File: src/rtl/control_sequencer_if.sv
// ============================================================================
// Module      : control_sequencer_if
// Description : Bundles the sequencer's handshake inputs, IR, datapath strobes
//               and status flags between the sequencer and the datapath.
// Revision    : 1.0 - initial release
// ============================================================================
`default_nettype none

interface control_sequencer_if #(
   parameter int IR_W = 32
) ();
   logic            run;
   logic            mem_ready;
   logic [IR_W-1:0] ir;

   logic PCout, PCin, IncPC, MARin, MDRin, MDRout, MD_read, Read, Write, IRin;
   logic Yin, Zlowin, Zlowout, Csignout, Gra, Grb, Grc, Rin, Rout, BAout, ADD;

   logic halted, instr_done, illegal, mem_err;

   modport master (
      input  run, mem_ready, ir,
      output PCout, PCin, IncPC, MARin, MDRin, MDRout, MD_read, Read, Write, IRin,
      output Yin, Zlowin, Zlowout, Csignout, Gra, Grb, Grc, Rin, Rout, BAout, ADD,
      output halted, instr_done, illegal, mem_err
   );

   modport slave (
      output run, mem_ready, ir,
      input  PCout, PCin, IncPC, MARin, MDRin, MDRout, MD_read, Read, Write, IRin,
      input  Yin, Zlowin, Zlowout, Csignout, Gra, Grb, Grc, Rin, Rout, BAout, ADD,
      input  halted, instr_done, illegal, mem_err
   );
endinterface

`default_nettype wire

File: src/rtl/control_sequencer.sv
// ============================================================================
// Module      : control_sequencer
// Description : Moore fetch/execute sequencer generating datapath strobes for
//               ld/ldi/st/add/addi/nop/halt with memory wait and timeout.
// Revision    : 1.0 - initial release
// ============================================================================
`default_nettype none

module control_sequencer #(
   parameter int IR_W     = 32,
   parameter int OPC_W    = 5,
   parameter int WAIT_MAX = 15
) (
   input  logic                 clock,
   input  logic                 clear,
   control_sequencer_if.master  bus
);

   typedef enum logic [3:0] {
      S_F0   = 4'd0,
      S_F1   = 4'd1,
      S_F2   = 4'd2,
      S_E0   = 4'd3,
      S_E1   = 4'd4,
      S_E2   = 4'd5,
      S_E3   = 4'd6,
      S_E4   = 4'd7,
      S_HALT = 4'd8
   } state_t;

   localparam logic [OPC_W-1:0] c_OP_LD   = OPC_W'(0);
   localparam logic [OPC_W-1:0] c_OP_LDI  = OPC_W'(1);
   localparam logic [OPC_W-1:0] c_OP_ST   = OPC_W'(2);
   localparam logic [OPC_W-1:0] c_OP_ADD  = OPC_W'(3);
   localparam logic [OPC_W-1:0] c_OP_ADDI = OPC_W'(12);
   localparam logic [OPC_W-1:0] c_OP_NOP  = OPC_W'(26);
   localparam logic [OPC_W-1:0] c_OP_HALT = OPC_W'(27);

   localparam int c_WAIT_CW = (WAIT_MAX < 2) ? 1 : $clog2(WAIT_MAX);
   localparam logic [c_WAIT_CW-1:0] c_WAIT_LAST = c_WAIT_CW'(WAIT_MAX - 1);

   // Bit positions inside the packed control vector, MSB first.
   localparam int c_PCOUT    = 20;
   localparam int c_PCIN     = 19;
   localparam int c_INCPC    = 18;
   localparam int c_MARIN    = 17;
   localparam int c_MDRIN    = 16;
   localparam int c_MDROUT   = 15;
   localparam int c_MDREAD   = 14;
   localparam int c_READ     = 13;
   localparam int c_WRITE    = 12;
   localparam int c_IRIN     = 11;
   localparam int c_YIN      = 10;
   localparam int c_ZLOWIN   = 9;
   localparam int c_ZLOWOUT  = 8;
   localparam int c_CSIGNOUT = 7;
   localparam int c_GRA      = 6;
   localparam int c_GRB      = 5;
   localparam int c_GRC      = 4;
   localparam int c_RIN      = 3;
   localparam int c_ROUT     = 2;
   localparam int c_BAOUT    = 1;
   localparam int c_ADD      = 0;

   state_t                 state_q, state_d;
   logic [OPC_W-1:0]       opc_q, opc_d;
   logic [c_WAIT_CW-1:0]   wait_q, wait_d;

   logic [20:0]            ctrl;
   logic                   halted, instr_done, illegal, mem_err;
   logic                   mem_state;
   logic [OPC_W-1:0]       w_opc;

   assign w_opc = bus.ir[IR_W-1 -: OPC_W];

   always_ff @(posedge clock) begin
      if (clear) begin
         state_q <= S_F0;
         opc_q   <= '0;
         wait_q  <= '0;
      end else begin
         state_q <= state_d;
         opc_q   <= opc_d;
         wait_q  <= wait_d;
      end
   end

   always_comb begin
      state_d    = state_q;
      opc_d      = opc_q;
      wait_d     = '0;
      ctrl       = '0;
      halted     = 1'b0;
      instr_done = 1'b0;
      illegal    = 1'b0;
      mem_err    = 1'b0;
      mem_state  = 1'b0;

      case (state_q)
         S_F0: begin
            ctrl[c_PCOUT]  = 1'b1;
            ctrl[c_MARIN]  = 1'b1;
            ctrl[c_INCPC]  = 1'b1;
            ctrl[c_ZLOWIN] = 1'b1;
            state_d        = S_F1;
         end
         S_F1: begin
            mem_state       = 1'b1;
            ctrl[c_ZLOWOUT] = 1'b1;
            ctrl[c_READ]    = 1'b1;
            ctrl[c_MDREAD]  = 1'b1;
            ctrl[c_MDRIN]   = 1'b1;
            // PC is loaded only on the completing cycle so it moves once.
            if (bus.mem_ready) begin
               ctrl[c_PCIN] = 1'b1;
               state_d      = S_F2;
            end
         end
         S_F2: begin
            ctrl[c_MDROUT] = 1'b1;
            ctrl[c_IRIN]   = 1'b1;
            state_d        = S_E0;
         end
         S_E0: begin
            opc_d = w_opc;
            case (w_opc)
               c_OP_LD, c_OP_LDI, c_OP_ST: begin
                  ctrl[c_GRB]   = 1'b1;
                  ctrl[c_BAOUT] = 1'b1;
                  ctrl[c_YIN]   = 1'b1;
                  state_d       = S_E1;
               end
               c_OP_ADD, c_OP_ADDI: begin
                  ctrl[c_GRB]  = 1'b1;
                  ctrl[c_ROUT] = 1'b1;
                  ctrl[c_YIN]  = 1'b1;
                  state_d      = S_E1;
               end
               c_OP_NOP: begin
                  instr_done = 1'b1;
                  state_d    = S_F0;
               end
               c_OP_HALT: begin
                  halted  = 1'b1;
                  state_d = S_HALT;
               end
               default: begin
                  illegal = 1'b1;
                  state_d = S_F0;
               end
            endcase
         end
         S_E1: begin
            ctrl[c_ADD]    = 1'b1;
            ctrl[c_ZLOWIN] = 1'b1;
            if (opc_q == c_OP_ADD) begin
               ctrl[c_GRC]  = 1'b1;
               ctrl[c_ROUT] = 1'b1;
            end else begin
               ctrl[c_CSIGNOUT] = 1'b1;
            end
            state_d = S_E2;
         end
         S_E2: begin
            ctrl[c_ZLOWOUT] = 1'b1;
            if (opc_q == c_OP_LD || opc_q == c_OP_ST) begin
               ctrl[c_MARIN] = 1'b1;
               state_d       = S_E3;
            end else begin
               ctrl[c_GRA] = 1'b1;
               ctrl[c_RIN] = 1'b1;
               instr_done  = 1'b1;
               state_d     = S_F0;
            end
         end
         S_E3: begin
            ctrl[c_MDRIN] = 1'b1;
            if (opc_q == c_OP_LD) begin
               mem_state      = 1'b1;
               ctrl[c_READ]   = 1'b1;
               ctrl[c_MDREAD] = 1'b1;
               if (bus.mem_ready) begin
                  state_d = S_E4;
               end
            end else begin
               ctrl[c_GRA]  = 1'b1;
               ctrl[c_ROUT] = 1'b1;
               state_d      = S_E4;
            end
         end
         S_E4: begin
            ctrl[c_MDROUT] = 1'b1;
            if (opc_q == c_OP_LD) begin
               ctrl[c_GRA] = 1'b1;
               ctrl[c_RIN] = 1'b1;
               instr_done  = 1'b1;
               state_d     = S_F0;
            end else begin
               mem_state     = 1'b1;
               ctrl[c_WRITE] = 1'b1;
               if (bus.mem_ready) begin
                  instr_done = 1'b1;
                  state_d    = S_F0;
               end
            end
         end
         S_HALT: begin
            halted = 1'b1;
            if (bus.run) begin
               state_d = S_F0;
            end
         end
         default: begin
            state_d = S_F0;
         end
      endcase

      // Waiting memory state: count, or abandon the access once the budget is spent.
      if (mem_state && !bus.mem_ready) begin
         if (wait_q == c_WAIT_LAST) begin
            mem_err = 1'b1;
            state_d = S_F0;
         end else begin
            wait_d = wait_q + 1'b1;
         end
      end
   end

   assign {bus.PCout, bus.PCin, bus.IncPC, bus.MARin, bus.MDRin, bus.MDRout,
           bus.MD_read, bus.Read, bus.Write, bus.IRin, bus.Yin, bus.Zlowin,
           bus.Zlowout, bus.Csignout, bus.Gra, bus.Grb, bus.Grc, bus.Rin,
           bus.Rout, bus.BAout, bus.ADD} = clear ? '0 : ctrl;

   assign {bus.halted, bus.instr_done, bus.illegal, bus.mem_err} =
          clear ? 4'b0000 : {halted, instr_done, illegal, mem_err};

endmodule

`default_nettype wire

File: src/flat_wrapper.sv
// flat-port wrapper written by rule: the top's interface ports become plain ports
module control_sequencer_flat 
#(
   parameter int IR_W     = 32,
   parameter int OPC_W    = 5,
   parameter int WAIT_MAX = 15
)
  (clock, clear, bus_run, bus_mem_ready, bus_ir, bus_PCout, bus_PCin, bus_IncPC, bus_MARin, bus_MDRin, bus_MDRout, bus_MD_read, bus_Read, bus_Write, bus_IRin, bus_Yin, bus_Zlowin, bus_Zlowout, bus_Csignout, bus_Gra, bus_Grb, bus_Grc, bus_Rin, bus_Rout, bus_BAout, bus_ADD, bus_halted, bus_instr_done, bus_illegal, bus_mem_err);
  control_sequencer_if #(.IR_W(IR_W)) bus_i ();
  input  logic clock;
  input  logic clear;
  input wire logic [$bits(bus_i.run)-1:0] bus_run;
  input wire logic [$bits(bus_i.mem_ready)-1:0] bus_mem_ready;
  input wire logic [$bits(bus_i.ir)-1:0] bus_ir;
  output wire logic [$bits(bus_i.PCout)-1:0] bus_PCout;
  output wire logic [$bits(bus_i.PCin)-1:0] bus_PCin;
  output wire logic [$bits(bus_i.IncPC)-1:0] bus_IncPC;
  output wire logic [$bits(bus_i.MARin)-1:0] bus_MARin;
  output wire logic [$bits(bus_i.MDRin)-1:0] bus_MDRin;
  output wire logic [$bits(bus_i.MDRout)-1:0] bus_MDRout;
  output wire logic [$bits(bus_i.MD_read)-1:0] bus_MD_read;
  output wire logic [$bits(bus_i.Read)-1:0] bus_Read;
  output wire logic [$bits(bus_i.Write)-1:0] bus_Write;
  output wire logic [$bits(bus_i.IRin)-1:0] bus_IRin;
  output wire logic [$bits(bus_i.Yin)-1:0] bus_Yin;
  output wire logic [$bits(bus_i.Zlowin)-1:0] bus_Zlowin;
  output wire logic [$bits(bus_i.Zlowout)-1:0] bus_Zlowout;
  output wire logic [$bits(bus_i.Csignout)-1:0] bus_Csignout;
  output wire logic [$bits(bus_i.Gra)-1:0] bus_Gra;
  output wire logic [$bits(bus_i.Grb)-1:0] bus_Grb;
  output wire logic [$bits(bus_i.Grc)-1:0] bus_Grc;
  output wire logic [$bits(bus_i.Rin)-1:0] bus_Rin;
  output wire logic [$bits(bus_i.Rout)-1:0] bus_Rout;
  output wire logic [$bits(bus_i.BAout)-1:0] bus_BAout;
  output wire logic [$bits(bus_i.ADD)-1:0] bus_ADD;
  output wire logic [$bits(bus_i.halted)-1:0] bus_halted;
  output wire logic [$bits(bus_i.instr_done)-1:0] bus_instr_done;
  output wire logic [$bits(bus_i.illegal)-1:0] bus_illegal;
  output wire logic [$bits(bus_i.mem_err)-1:0] bus_mem_err;
  assign bus_i.run = bus_run;
  assign bus_i.mem_ready = bus_mem_ready;
  assign bus_i.ir = bus_ir;
  assign bus_PCout = bus_i.PCout;
  assign bus_PCin = bus_i.PCin;
  assign bus_IncPC = bus_i.IncPC;
  assign bus_MARin = bus_i.MARin;
  assign bus_MDRin = bus_i.MDRin;
  assign bus_MDRout = bus_i.MDRout;
  assign bus_MD_read = bus_i.MD_read;
  assign bus_Read = bus_i.Read;
  assign bus_Write = bus_i.Write;
  assign bus_IRin = bus_i.IRin;
  assign bus_Yin = bus_i.Yin;
  assign bus_Zlowin = bus_i.Zlowin;
  assign bus_Zlowout = bus_i.Zlowout;
  assign bus_Csignout = bus_i.Csignout;
  assign bus_Gra = bus_i.Gra;
  assign bus_Grb = bus_i.Grb;
  assign bus_Grc = bus_i.Grc;
  assign bus_Rin = bus_i.Rin;
  assign bus_Rout = bus_i.Rout;
  assign bus_BAout = bus_i.BAout;
  assign bus_ADD = bus_i.ADD;
  assign bus_halted = bus_i.halted;
  assign bus_instr_done = bus_i.instr_done;
  assign bus_illegal = bus_i.illegal;
  assign bus_mem_err = bus_i.mem_err;
  control_sequencer #(.IR_W(IR_W), .OPC_W(OPC_W), .WAIT_MAX(WAIT_MAX)) u_core (.clock(clock), .clear(clear), .bus(bus_i));
endmodule
File: config.mk
export PLATFORM = sky130hd
export DESIGN_NAME = control_sequencer_flat
export DESIGN_NICKNAME = d
export VERILOG_FILES = /design/src/rtl/control_sequencer_if.sv /design/src/rtl/control_sequencer.sv /design/src/flat_wrapper.sv
export SDC_FILE = /design/constraint.sdc
export NUM_CORES = 1
export LEC_CHECK = 0
export BUFFER_PORTS_ARGS = -buffer_cell sky130_fd_sc_hd__buf_2
export CORE_ASPECT_RATIO = 0.7
export CORE_MARGIN = 3
export CORE_UTILIZATION = 44
export CTS_CLUSTER_DIAMETER = 200
export DETAILED_ROUTE_END_ITERATION = 7
export PLACE_DENSITY_LB_ADDON = 0.3
export SYNTH_ARGS = -nofsm -noshare
export SYNTH_HDL_FRONTEND = slang
export SYNTH_SLANG_ARGS = --single-unit
File: constraint.sdc
create_clock -name clock -period 2.3 [get_ports clock]
set_clock_uncertainty 0.05 [all_clocks]
set_input_delay 0.46 -clock clock [delete_from_list [all_inputs] [get_ports clock]]
set_output_delay 0.46 -clock clock [all_outputs]
set_load 0.01 [all_outputs]
==> metrics.cfg, run 1 <==
[outcome]
status = complete, but fails checks
violations = setup timing

[synth]
syn_nets = 186
ys_top_cells_by_count = nor2_1 (22), nand2_1 (21), dfxtp_1 (13)
synthCells = 148
synth.avg_cell_area_um2 = 7.347
synth_edf_count = 0
ys_seq_area_frac = 0.2394
yosys_register_bits = 13
synth.area.top_cells = dfxtp_1 (24%), nor2_1 (7.6%), nand2_1 (7.2%)
ys_warn_count = 0
ys.flop_type = dfxtp_1
yosysUniqueCellTypes = 45
synth_top_area_cell = dfxtp_1
synth_most_common_cell = nor2_1
synth_top_area_share = 0.2394
async_reset_ff_frac = 0
syn-cell-area_um2 = 1087

[route]
viasPerCell = 5.300
final_antenna_net_count = 0
wl_mm = 2.745
drt_first_pass_iters = 4
wire_per_inst_um = 12.65
drc = 0
drt_first_iter_violations = 84
via_count = 1150

[clocking]
clk_pin_slew_ns = 0.09
cts_buffers = 3
clock_latency_ns = 0.28
numClockSinks = 13
cts_tree = built
clock_path_buffers = 2
htree_num_levels = 1
clockRootBuffer = clkbuf_4
cts_hold_buf = 0

[worst_setup_path]
critPathKind = flip-flop to output port
worstPathMaxFanout = 4
end_kind = output port
cp_slowest_cell = or4_4
cp.arrival_ns = 1.92
cp.buffers_inverters = 1
path_cells = or4_4 > or3_1 > o22ai_2 > nand2_1 > nor2_1 > buf_2
crit_family = simple AND/OR/NAND/NOR gates
cp_data_required_time_ns = 1.79
critPathLaunchType = flip-flop
slowest_delay_ns = 0.55

[timing]
max_freq_mhz = 411.0
fin_crit_sh = 1.058
setup_ws_ns = -0.1333
setup_violations = 5
hold_viol = 0
rsz0062_at_grt = yes
slew-limit-headroom = 0.7132
tns_ns = -0.2667
fin_crit_ns = 2.433
drv_slew = 0
worst_pin_slew_ns = 0.4296

[power]
clockPowerShare = 0.264
power_density_nw_per_um2 = 406.2
leakagePower_nw = 0.6071
p_switching_mw = 0.1766
combPwrFrac = 0.294
swShare = 0.3235
power.internal_mw = 0.3693
ir_drop_mv = 0.4648
seq_power_share = 0.442

[run]
cap_violations = 0

[die]
io_pins = 61
coreArea_um2 = 2242
die_w_um = 65.42
die_h_um = 47.59
core.rowCount = 14
initial_core_util = 0.4849
die_area_um2 = 3113

[place]
dpl.hpwl_mm = 2.046
io_buffers = 33
place_congestion = 0.8852
placed_cell_area_um2 = 1257

[finish]
final_util = 0.5993
drive_above_1_share = 0.3946
final_nets = 224
area_growth_pct = 23.59
diodes = 0
final_cell_area_um2 = 1344

[global_routing]
antenna_found_initial = 0
grt-ovfl-total = 0
grt.total_usage = 0.1717
grt_first_pass_wirelength_mm = 4.119
grt_pass1_vias = 944
grt_max_degree = 17

[worst_hold_path]
hold_path.class = primary input to flip-flop

## cells in the final DEF, fill, tap and decap left out, types with 3 or more instances in the layout
cell and instances:
buf_4 12, dfxtp_2 6, nand2_1 21, nor2_1 22, dfxtp_1 7, nand3_1 5, inv_1 3, clkbuf_4 3
nor3_1 7, o21a_1 3, buf_2 33, a21oi_1 11, nand2b_1 3
## sequential cells by signal, indices dropped and copies added (netlist names)
name	cells
u_core.wait_q	4
u_core.state_q	4
u_core.opc_q	5
## tightest hold or removal path, stage by stage
cell and delay, ns:
buf_2 0.08, or2_2 0.09, a21oi_1 0.05
## per-stage QoR
stage / setup WS [ns] / power, mW / hold WS, ns / instances
after floorplan: 0.1374 / 0.3515 / 0.3797 / 148
after global placement: 0.1186 / 0.3894 / 0.3945 / 210
after detailed placement: 0.1072 / 0.3922 / 0.4126 / 210
after CTS: -0.1467 / 0.5469 / 0.3845 / 216
after global routing: -0.2293 / 0.5835 / 0.4028 / 217
final: -0.1333 / 0.5458 / 0.3995 / 217
## repair_timing
| action | in CTS | in global routing |
|---|---|---|
| buffers inserted | 2 | 1 |
| endpoints found under the setup margin | 5 | 14 |
| gates resized for setup | 6 | 6 |
| pin swaps | 2 | 2 |
## kinds of logic after synthesis
group	count (synthesis)	synth area share
simple gates	88	0.4315
compound gates	26	0.1680
buf+inv	15	0.1047
flops	13	0.2394
xor+xnor	3	0.02417
fa+ha+maj	2	0.02301
mux	1	0.009206
## power by group through the flow
stage / Clock, mW / Combinational, mW / Sequential (mW)
after global routing: 0.164 / 0.177 / 0.242
after detailed placement: 0 / 0.148 / 0.245
after global placement: 0 / 0.145 / 0.244
after CTS: 0.153 / 0.154 / 0.240
after floorplan: 0 / 0.108 / 0.244
final: 0.144 / 0.161 / 0.241
## layout make-up
type                    instances  area (µm²)
fillers                       231       898.4
multi-input cells             120       742.0
flip-flops and latches         13       267.8
repair buffers                 45       255.2
well taps                      32       40.04
clock buffers                   3       22.52
inverters                       3       11.26
clock inverters                 1       5.005
## worst paths after layout
| check | cells after the start | slack [ns] | endpoint | from |
|---|---|---|---|---|
| setup / recovery | 6 | -0.13 | bus_mem_err | u_core.opc_q[3] |
| hold / removal | 3 | 0.40 | u_core.state_q[3] | bus_run |
| setup reg to reg | 7 | 0.21 | u_core.state_q[0] | u_core.opc_q[3] |
| hold reg to reg | 1 | 0.42 | u_core.wait_q[0] | u_core.wait_q[0] |
## layer usage
metal | vias to the layer above | wire, µm | track usage
li1 | 592 | - | -
met4 | 0 | 12 | 0.02893
met3 | 2 | 211 | 0.04695
met5 | - | 0 | 0
met2 | 38 | 1298 | 0.2978
met1 | 518 | 1222 | 0.2221
No activity file was read; power rests on OpenSTA's default activity.
==> inputs of run 2 (changes only) <==
Settings changed: CORE_ASPECT_RATIO 0.7 to default.
==> metrics.cfg, run 2 (synthesis gave the netlist of run 1 again) <==
[die]
initial_core_util = 0.4777  ; -0.007198
io_pins = 61  ; unchanged
die_w_um = 55.71  ; -15%
die_h_um = 55.71  ; +17%
die_area_um2 = 3104  ; -0.31%
core.rowCount = 17  ; +3
coreArea_um2 = 2276  ; +1.5%

[finish]
area_growth_pct = 25.09
final_cells = 213  ; -1.8%
nFillCells = 204  ; -12%
diodes = 0  ; unchanged
final_nets = 224  ; unchanged
largest_reg_flops = 5  ; unchanged
largestRegisters = u_core.opc_q (5), u_core.state_q (4), u_core.wait_q (4)
layout_commonest_cell = buf_2
drive_above_1_share = 0.3946  ; unchanged
max_flop_register = u_core.opc_q
layout_common_cells = buf_2 (33), nor2_1 (22), nand2_1 (21)

[worst_setup_path]
critPathLaunchType = flip-flop
worst-r2r-setup-slack_ns = 0.24  ; +0.03 ns
cp_slowest_cell = or4_4
path_cells = or4_4 > or3_4 > o22ai_4 > nand2_1 > nor2_1 > buf_2
end_kind = output port
crit_family = simple AND/OR/NAND/NOR gates
worstPathMaxFanout = 5  ; +1
cp_data_required_time_ns = 1.79  ; about the same
critPathKind = flip-flop to output port
cp.buffers_inverters = 1  ; unchanged
cp.arrival_ns = 1.94  ; +0.02 ns
slowest_delay_ns = 0.55  ; about the same

[route]
via_count = 1166  ; +1.4%
viasPerCell = 5.474  ; +3.3%
drt_first_pass_iters = 5  ; +1
drc = 0  ; unchanged
final_antenna_net_count = 0  ; unchanged
wl_mm = 2.670  ; -2.7%
drt_first_iter_violations = 27  ; -68%
wire_per_inst_um = 12.54  ; -0.91%

[place]
place_congestion = 0.9355  ; +5.7%
io_buffers = 33  ; unchanged
dpl.hpwl_mm = 2.038  ; -0.38%
dp.cells = 207  ; -1.4%

[clocking]
htree_num_levels = 1  ; unchanged
clockRootBuffer = clkbuf_4
cts_buffers = 3  ; unchanged
numClockSinks = 13  ; unchanged
clock_path_buffers = 2  ; unchanged
clk_pin_slew_ns = 0.08  ; about the same
cts_tree = built
clock_latency_ns = 0.28  ; about the same

[power]
leakagePower_nw = 0.6042  ; -0.48%
power.internal_mw = 0.3727  ; +0.94%
p_switching_mw = 0.1772  ; +0.34%
seq_power_share = 0.436  ; -0.006
swShare = 0.3222  ; -0.001298
ir_drop_mv = 0.2994  ; -36%
power_mw = 0.5499  ; +0.75%
power_density_nw_per_um2 = 404.3  ; -0.46%
clockPowerShare = 0.260  ; -0.004
combPwrFrac = 0.304  ; +0.010

[outcome]
status = complete, but fails checks
violations = setup timing

[worst_hold_path]
hold_path.class = primary input to flip-flop

[timing]
rsz0062_at_grt = yes
tns_ns = -0.3411  ; -0.07446 ns
fin_crit_sh = 1.066  ; +0.007871
slew-limit-headroom = 0.7214  ; +0.008244
setup_violations = 5  ; unchanged
drv_slew = 0  ; unchanged
setup_ws_ns = -0.1514  ; -0.01810 ns
hold_viol = 0  ; unchanged
worst_pin_slew_ns = 0.4140  ; -0.01560 ns
max_freq_mhz = 407.9  ; -0.74%
fin_crit_ns = 2.451  ; +0.01810 ns

[global_routing]
antenna_found_initial = 0  ; unchanged
grt_max_degree = 19  ; +2
grt.total_usage = 0.1722  ; +0.0004758
grt_pass1_vias = 1023  ; +8.4%
grt_first_pass_wirelength_mm = 4.402  ; +6.9%
grt-ovfl-total = 0  ; unchanged

[run]
cap_violations = 0  ; unchanged

[run 2: final cells by class]
class / instances / area [µm²] / area share
Clock buffer: 4 / 26.28 / 0.01932
Inverter: 3 / 11.26 / 0.008280
Sequential cell: 13 / 266.5 / 0.1960
Timing Repair Buffer: 45 / 255.2 / 0.1877
Multi-Input combinational cell: 120 / 765.7 / 0.5630
Tap cell: 28 / 35.03 / 0.02576
[run 2: worst paths after layout]
path / startpoint / endpoint / cells past startpoint
setup / recovery: u_core.opc_q[0] / bus_mem_err / 6
hold / removal: bus_run / u_core.state_q[3] / 3
setup reg to reg: u_core.opc_q[0] / u_core.state_q[0] / 7
hold reg to reg: u_core.wait_q[0] / u_core.wait_q[0] / 1
[run 2: what timing repair did]
| action | in CTS | in global routing |
|---|---|---|
| hold buffers | 0 | 0 |
| setup endpoints to repair | 3 | 13 |
| gates resized for setup | 1 | 14 |
| setup buffers | 0 | 2 |
| pin swaps | 2 | 4 |
| hold endpoints to repair | 0 | 0 |
[run 2: worst reg2reg max path, cell delays in order, from the launching register on]
cell      delay (ns)
dfxtp_2         0.34
or4_4           0.55
buf_4           0.16
nor2_4          0.14
o22ai_4         0.10
buf_4           0.16
a221oi_2        0.28
and4b_1         0.22
[run 2: metrics by stage]
| stage | worst slack (ns) | cell area [µm²] | hold slack, ns | util |
|---|---|---|---|---|
| 4_1_cts | -0.1560 | 1287 | 0.3873 | 0.5657 |
| 6_report | -0.1514 | 1360 | 0.3871 | 0.5976 |
| 3_5_place_dp | 0.1306 | 1260 | 0.4097 | 0.5536 |
| 2_1_floorplan | 0.1374 | 1087 | 0.3797 | - |
| 5_1_grt | -0.2448 | 1360 | 0.3954 | 0.5976 |
| 3_3_place_gp | 0.1269 | 1260 | 0.3933 | 0.5536 |
[run 2: power by group through the flow]
stage	logic [mW]	clock network (mW)	registers, mW
2_1_floorplan	0.108	0	0.244
3_3_place_gp	0.146	0	0.244
3_5_place_dp	0.149	0	0.244
4_1_cts	0.150	0.148	0.239
5_1_grt	0.183	0.158	0.241
6_report	0.167	0.143	0.240
[run 2: layer usage]
metal / up-vias / GRT usage / share of wire
met2: 38 / 0.2753 / 0.49
met5: - / 0 / 0
met3: 7 / 0.02320 / 0.051
li1: 596 / - / -
met1: 525 / 0.2149 / 0.44
met4: 0 / 0.1111 / 0.021
